===== src/rtl/brushless_ctrl.sv =====
// Six-step brushless motor commutation controller: synchronised hall decode,
// IDLE/RUN/BRAKE/FAULT mode FSM and a prescaled PWM duty ramp.
module brushless_ctrl #(
    parameter int RAMP_DIV = 6
) (
    input  logic        clk,
    input  logic        rst_n,
    input  logic        enable,
    input  logic        brake_n,
    input  logic [11:0] drv_mag,
    input  logic        hallGrn,
    input  logic        hallYlw,
    input  logic        hallBlu,
    output logic [10:0] duty,
    output logic [1:0]  selGrn,
    output logic [1:0]  selYlw,
    output logic [1:0]  selBlu,
    output logic        fault,
    output logic [1:0]  state_o
);

    typedef enum logic [1:0] {
        IDLE  = 2'd0,
        RUN   = 2'd1,
        BRAKE = 2'd2,
        FAULT = 2'd3
    } state_t;

    localparam logic [10:0] DUTY_RUN_START = 11'h400;
    localparam logic [10:0] DUTY_BRAKE     = 11'h600;
    localparam logic [5:0]  SEL_OFF        = 6'b00_00_00;
    localparam logic [5:0]  SEL_BRAKE      = 6'b11_11_11;

    state_t                state_q, state_d;
    logic [2:0]            hall_meta_q;
    logic [2:0]            rot_q;
    logic [10:0]           duty_q;
    logic [5:0]            sel_q;
    logic                  fault_q;
    logic                  ill_q;
    logic [RAMP_DIV-1:0]   presc_q;

    logic                  rot_legal;
    logic [5:0]            sel_dec;
    logic [10:0]           target;
    logic                  presc_tick;
    logic [10:0]           duty_ramp;
    logic                  run_entry;
    logic                  drv_lsb_unused;

    // The two magnitude LSBs are below the duty resolution.
    assign drv_lsb_unused = ^drv_mag[1:0];

    assign rot_legal  = (rot_q != 3'b000) && (rot_q != 3'b111);
    assign target     = DUTY_RUN_START + {1'b0, drv_mag[11:2]};
    assign presc_tick = &presc_q;
    assign run_entry  = (state_d == RUN) && (state_q != RUN);

    // Commutation table, packed as {Grn, Ylw, Blu}; 10 = forward, 01 = reverse.
    always_comb begin
        sel_dec = SEL_OFF;
        case (rot_q)
            3'b101:  sel_dec = 6'b10_01_00;
            3'b100:  sel_dec = 6'b10_00_01;
            3'b110:  sel_dec = 6'b00_10_01;
            3'b010:  sel_dec = 6'b01_10_00;
            3'b011:  sel_dec = 6'b01_00_10;
            3'b001:  sel_dec = 6'b00_01_10;
            default: sel_dec = SEL_OFF;
        endcase
    end

    always_comb begin
        duty_ramp = duty_q;
        if (presc_tick) begin
            if (duty_q < target) begin
                duty_ramp = duty_q + 11'd1;
            end else if (duty_q > target) begin
                duty_ramp = duty_q - 11'd1;
            end
        end
    end

    // FAULT is sticky until enable drops; a lone illegal hall sample in RUN
    // is tolerated, a second consecutive one is not.
    always_comb begin
        state_d = state_q;
        case (state_q)
            IDLE: begin
                if (enable) begin
                    if (!brake_n) begin
                        state_d = BRAKE;
                    end else if (rot_legal) begin
                        state_d = RUN;
                    end
                end
            end
            RUN: begin
                if (!enable) begin
                    state_d = IDLE;
                end else if (!rot_legal && ill_q) begin
                    state_d = FAULT;
                end else if (!brake_n) begin
                    state_d = BRAKE;
                end
            end
            BRAKE: begin
                if (!enable) begin
                    state_d = IDLE;
                end else if (brake_n && rot_legal) begin
                    state_d = RUN;
                end
            end
            FAULT: begin
                if (!enable) begin
                    state_d = IDLE;
                end
            end
            default: state_d = IDLE;
        endcase
    end

    always_ff @(posedge clk or negedge rst_n) begin
        if (!rst_n) begin
            state_q     <= IDLE;
            hall_meta_q <= 3'b000;
            rot_q       <= 3'b000;
            duty_q      <= 11'h000;
            sel_q       <= SEL_OFF;
            fault_q     <= 1'b0;
            ill_q       <= 1'b0;
            presc_q     <= '0;
        end else begin
            hall_meta_q <= {hallGrn, hallYlw, hallBlu};
            rot_q       <= hall_meta_q;
            state_q     <= state_d;
            fault_q     <= (state_d == FAULT);
            ill_q       <= (state_q == RUN) && (state_d == RUN) && !rot_legal;

            if (run_entry) begin
                presc_q <= '0;
            end else begin
                presc_q <= presc_q + RAMP_DIV'(1);
            end

            case (state_d)
                RUN: begin
                    duty_q <= run_entry ? DUTY_RUN_START : duty_ramp;
                    if (rot_legal) begin
                        sel_q <= sel_dec;
                    end
                end
                BRAKE: begin
                    duty_q <= DUTY_BRAKE;
                    sel_q  <= SEL_BRAKE;
                end
                default: begin
                    duty_q <= 11'h000;
                    sel_q  <= SEL_OFF;
                end
            endcase
        end
    end

    assign duty    = duty_q;
    assign selGrn  = sel_q[5:4];
    assign selYlw  = sel_q[3:2];
    assign selBlu  = sel_q[1:0];
    assign fault   = fault_q;
    assign state_o = state_q;

endmodule


===== config.mk =====
export PLATFORM = sky130hd
export DESIGN_NAME = brushless_ctrl
export DESIGN_NICKNAME = d
export VERILOG_FILES = /design/src/rtl/brushless_ctrl.sv
export SDC_FILE = /design/constraint.sdc
export NUM_CORES = 1
export LEC_CHECK = 0
export BUFFER_PORTS_ARGS = -buffer_cell sky130_fd_sc_hd__clkbuf_2
export CORE_UTILIZATION = 32
export CTS_CLUSTER_DIAMETER = 30
export DETAILED_ROUTE_END_ITERATION = 10
export HOLD_SLACK_MARGIN = 0.15
export PLACE_DENSITY = 0.5
export SYNTH_ARGS = -nofsm -noshare
export SYNTH_HDL_FRONTEND = slang
export SYNTH_SLANG_ARGS = --single-unit

===== constraint.sdc =====
create_clock -name clk -period 3.4 [get_ports clk]
set_clock_uncertainty 0.05 [all_clocks]
set_input_delay 0.34 -clock clk [delete_from_list [all_inputs] [get_ports clk]]
set_output_delay 0.34 -clock clk [all_outputs]
set_load 0.005 [all_outputs]

======== Yosys cells after proc, flatten, opt, wreduce, memory -nomap -nowiden ========
Cells that the tools add are included.
storage, ports and cells
  bits in latches ......................... 0
  memories ................................ 0
  input port bits ......................... 19
  output and inout port bits .............. 20
  bits in writable memories ............... 0
  ROM bits ................................ 0
  flip-flop bits (word level) ............. 33
cells by class
  $add $sub $neg .......................... 4
  magnitude comparators ................... 2
  mux-type cells .......................... 19
  equality and inequality tests ........... 17
  shifts and indexed selects .............. 0
  reduce and logical (&&, ||, !) cells .... 11
  divide/modulo/power cells ............... 0
  bitwise logic cells ..................... 0
  multipliers ............................. 0
operators with widths
  operator                                                              number
  11-bit 2-to-1 mux                                                     4
  6-bit case mux with 6 select lines                                    1
  11-bit case mux with 2 select lines                                   1
  2-bit 2-to-1 mux                                                      9
  6-bit 2-to-1 mux                                                      2
  6-bit case mux with 2 select lines                                    1
  11-bit by 1-bit adder with 11-bit output, second input constant       1
  11-bit by 10-bit adder with 11-bit output, first input constant       1
  11-bit > comparator                                                   1
  11-bit less-than comparator                                           1
  11-bit by 1-bit subtractor with 11-bit output, second input constant  1
  3-bit == test, second input constant                                  3
  2-bit == test, second input constant                                  4
  2-bit case mux with 4 select lines                                    1
  6-bit by 1-bit adder with 6-bit output, second input constant         1
  3-bit by 2-bit == test with 1-bit output, second input constant       2
  1-bit logical AND                                                     6
  3-bit inequality test, second input constant                          2
  6-bit AND reduction                                                   1
  2-bit by 1-bit == test with 1-bit output, second input constant       2
  4-bit inequality test, second input constant                          1
  3-bit by 1-bit == test with 1-bit output, second input constant       1
  3-bit nonzero test                                                    1
  2-bit logical NOT                                                     1
  other kinds (4)                                                       4

======== Depth between registers and ports, before layout ========
  word-level depth ........................ 11
  mapped depth ............................ 14
  gate-level depth less buffers ........... 14

======== Worst setup path after synthesis ========
OpenSTA, ideal clock, no wires.
  path kind ............................... reg2reg
  from .................................... register duty_q[4] (netlist: duty[4])
  to ...................................... register duty_q[10] (netlist: duty[10])
  cell stages (with the launch flop) ...... 14
  path slack .............................. 0.192 ns
  library setup time ...................... 0.127 ns
  arrival ................................. 3.031 ns
  required time ........................... 3.223 ns
  path through ............................ dfrtp_1 > ha_1 > a211oi_1 > nor2_1 > nor3_1 > o21a_1 > inv_1 > ha_1 > nor2b_1 > o31ai_1 > a211oi_1 > a211oi_1 > or3b_2 > nand3_1
between the ends
  longest elaborated chain between the ends .. 6
  elaborated cells on any way between the ends .. 11
RTL lines
  item                                           RTL line  source
  from (decl)                                    37        logic [10:0] duty_q;
  from (signal assigned)                         148       duty_q <= run_entry ? DUTY_RUN_START : duty_ramp;
  11-bit by 1-bit subtractor with 11-bit output  79        duty_ramp = duty_q - 11'd1;
  11-bit 2-to-1 mux                              78        end else if (duty_q > target) begin
  11-bit 2-to-1 mux                              76        if (duty_q < target) begin
  11-bit 2-to-1 mux                              75        if (presc_tick) begin
  11-bit 2-to-1 mux                              148
  11-bit case mux with 2 select lines            146       case (state_d)
Several ways; a longest one is shown, not always the timed one. The select of a mux whose other input is x is not followed.
A chain may end at the register's enable or synchronous reset.

======== Final worst setup path ========
Same ends and word-level chain as after synthesis.

==> impl_metrics.yaml <==
clock_tree:
  cts_made_buffers: 5
  clk_latency_ns: 0.29
  cts_tree: "yes"
  cts_sinks: 33
  clk_pin_slew_worst_paths_ns: 0.08
  cts_max_path_buffers: 2
  cts_htree_levels: 2
  root_buffer: "clkbuf_8"
worst_setup_path:
  crit_fanout: 7
  crit_path_top_delay_cell: "or3b_2"
  critPathLaunchType: "flip-flop"
  arrival_ns: 3.40
  cp_slowest_stage_delay_ns: 0.45
  cp.required_ns: 3.57
  crit_chain: "ha_1, a211oi_1, nor2_1, nor3_2, o21a_1, inv_1, ha_1, nor2b_1, o31ai_4, a211oi_2, a211oi_2, or3b_2, nand3_1"
  crit_family: "simple AND/OR/NAND/NOR gates"
  critPathBufInv: 1
  cp-end-kind: "flip-flop"
  crit_type: "flip-flop to flip-flop"
drt:
  highest_layer: "met4"
  wl_per_cell_um: 12.8
  wl_met1_mm: 2.11
  drtIter0Drc: 79
  dr.pass1.iters: 4
  routed_wl_mm: 4.43
  vias: 1689
  drcViolationCount: 0
  met2WireLength_mm: 2.08
  postRouteAntennaNets: 0
  routed_via_density: 4.88
  wl_met3_um: 213
synth:
  synth_area_leader_cell: "dfrtp_1"
  syn_area_um2: 2050
  synth_enable_flop_cells: 0
  synthFlopType: "dfrtp_1"
  synthesis.nets: 259
  syn-mean-instance-area_um2: 9.50
  synth_cells: 216
  yosys_warnings: 0
  yosysUniqueCellTypes: 41
  yosysSeqAreaShare_pct: 40.2
  synth-async-reset-ratio_pct: 100
  synth-seq-cells: 33
  synth_area_leaders: "dfrtp_1 (40%), ha_1 (14%), nand2_1 (4.2%), nor2_1 (3.1%), xor2_1 (3.0%)"
  synth_top_area_share_pct: 40.2
  yosys.cell_count.top_type: "dfrtp_1"
  synthTopCellsByCount: "dfrtp_1 (33), ha_1 (23), nand2_1 (23), nor2_1 (17), inv_1 (14)"
power:
  finalPower_mw: 0.990
  ir_worst_vdd_v: 0.000223
  p_per_area_nw_per_um2: 382
  p_leak_nw: 1.29
grt:
  grt_pass1_wl_mm: 7.56
  grt_pass1_vias: 1648
  grt_max_degree: 34
  grt_util_all_layers_pct: 14.8
  grt_overflow: 0
  antenna_found_initial: 0
die:
  start_util_pct: 33.9
  die_h_um: 82.1
  pin_count: 39
  num_rows: 28
  die_w_um: 82.1
  core-area_um2: 6060
  die_area_um2: 6740
placement:
  gp_congestion: 0.788
  numPortBuffers: 36
  dp_cells: 334
  dp_hpwl_mm: 3.36
timing:
  fmax_mhz: 310
  relSlewSlack_pct: 46.2
  layout_min_cycle_time_ns: 3.22
  setup_viol: 0
  hold_viol: 0
  finalCritPeriodShare_pct: 94.8
  drv_slew: 0
  hold_slack_ns: 0.299
  rsz0062_at_grt: "yes"
  worst-slew-pin-transition_ns: 0.807
cells_and_area:
  final_util_pct: 42.7
  regArea_um2: 826
  n_fill_cell: 620
  drive_above_1_share_pct: 25.1
  area_growth_pct: 26.2
  nets: 313
  antennaDiodeCount: 0
  instances_no_fill: 346
  multi_input_area_um2: 1190
run:
  drv_cap: 0
worst_hold_path:
  hold_class: "flip-flop to flip-flop"
run_status:
  outcome: "finished, final reports clean"
[logic make-up (layout without fill, tap and decap cells)]
logic type / count (synthesis) / in the layout / share of synthesized area [%]
fa+ha+maj: 24 / 24 / 15.0
simple gates: 82 / 82 / 19.9
mux: 1 / 1 / 0.549
flops: 33 / 33 / 40.2
compound gates: 47 / 47 / 16.2
xor+xnor: 10 / 10 / 4.27
buf+inv: 19 / 74 / 3.90
[worst reg2reg max path, delay by kind of cell (launching register included)]
kind	cells	cell delay [ns]
adders and majority gates	2	0.63
DFF	1	0.40
buffers and inverters	1	0.15
and+or+nand+nor	5	1.11
AOI/OAI and AO/OA	5	0.84
[path summary, 6_finish.rpt]
check                               start       end  slack (ns)  depth (start not counted)
hold / removal             hall_meta_q[0]  rot_q[0]        0.30                          0
setup reg to reg                  duty[4]  duty[10]        0.18                         13
hold reg to reg            hall_meta_q[0]  rot_q[0]        0.30                          0
max in group asynchronous           rst_n  sel_q[2]        2.16                          2
min in group asynchronous           rst_n   duty[6]        0.61                          2
setup / recovery                  duty[4]  duty[10]        0.18                         13
[per-layer routing]
layer | global-route usage, % | up-vias
li1 | - | 870
met2 | 24.0 | 38
met1 | 19.8 | 777
met4 | 4.21 | 0
met5 | 0 | -
met3 | 3.00 | 4
[sequential cells by signal, summed over array words and instances, names as in the netlist]
| register | cells |
|---|---|
| duty | 11 |
| presc_q | 6 |
| sel_q | 6 |
| hall_meta_q | 3 |
| rot_q | 3 |
| state_o | 2 |
| fault | 1 |
| ill_q | 1 |
[final cells by class]
class | count | area share [%]
Inverter | 14 | 2.03
Tap cell | 75 | 3.62
Multi-Input combinational cell | 164 | 45.8
Clock buffer | 6 | 3.19
Sequential cell | 33 | 31.9
Timing Repair Buffer | 52 | 12.0
Clock inverter | 2 | 1.45
[per-stage QoR]
step | TNS (ns) | setup slack, ns | cell area, um^2
after floorplan | 0 | 0.192 | 2050
final | 0 | 0.175 | 2590
after global placement | 0 | 0.0586 | 2390
after detailed placement | 0 | 0.00899 | 2390
after global routing | -0.0629 | -0.0629 | 2590
after CTS | 0 | 0.0298 | 2550
[cells in the final DEF (no fill, tap or decap), types with 2 or more instances in the layout]
| master | count |
|---|---|
| a211oi_2 | 2 |
| a21o_1 | 3 |
| a21oi_1 | 7 |
| a31oi_1 | 4 |
| and2_1 | 4 |
| and3_1 | 2 |
| buf_4 | 12 |
| clkbuf_2 | 36 |
| clkbuf_8 | 6 |
| dfrtp_1 | 33 |
| dlygate4sd3_1 | 4 |
| ha_1 | 22 |
| inv_1 | 14 |
| nand2_1 | 23 |
| nand2b_1 | 5 |
| nand3_1 | 9 |
| nand3b_1 | 4 |
| nand4_1 | 2 |
| nor2_1 | 17 |
| nor2b_1 | 4 |
| nor3_1 | 2 |
| nor3_2 | 2 |
| o211ai_1 | 3 |
| o21a_1 | 6 |
| o21ai_0 | 5 |
| o21ai_1 | 2 |
| o31ai_1 | 5 |
| o41ai_1 | 2 |
| or3_1 | 2 |
| or4_1 | 2 |
| xnor2_1 | 3 |
| xor2_1 | 7 |
[power by group]
part	leakage [nW]	internal, mW	switching, mW	total [mW]
logic	0.796	0.0652	0.0639	0.129
registers	0.434	0.433	0.0335	0.467
clock network	0.0574	0.238	0.156	0.394
[what timing repair did]
item | in CTS | in global routing
endpoints found under the hold margin | 36 | 0
buffers inserted | 0 | 0
resized for setup | 0 | 9
endpoints found under the setup margin | 0 | 5
hold buffers | 4 | 0
Power figures use the tool's default switching activity.
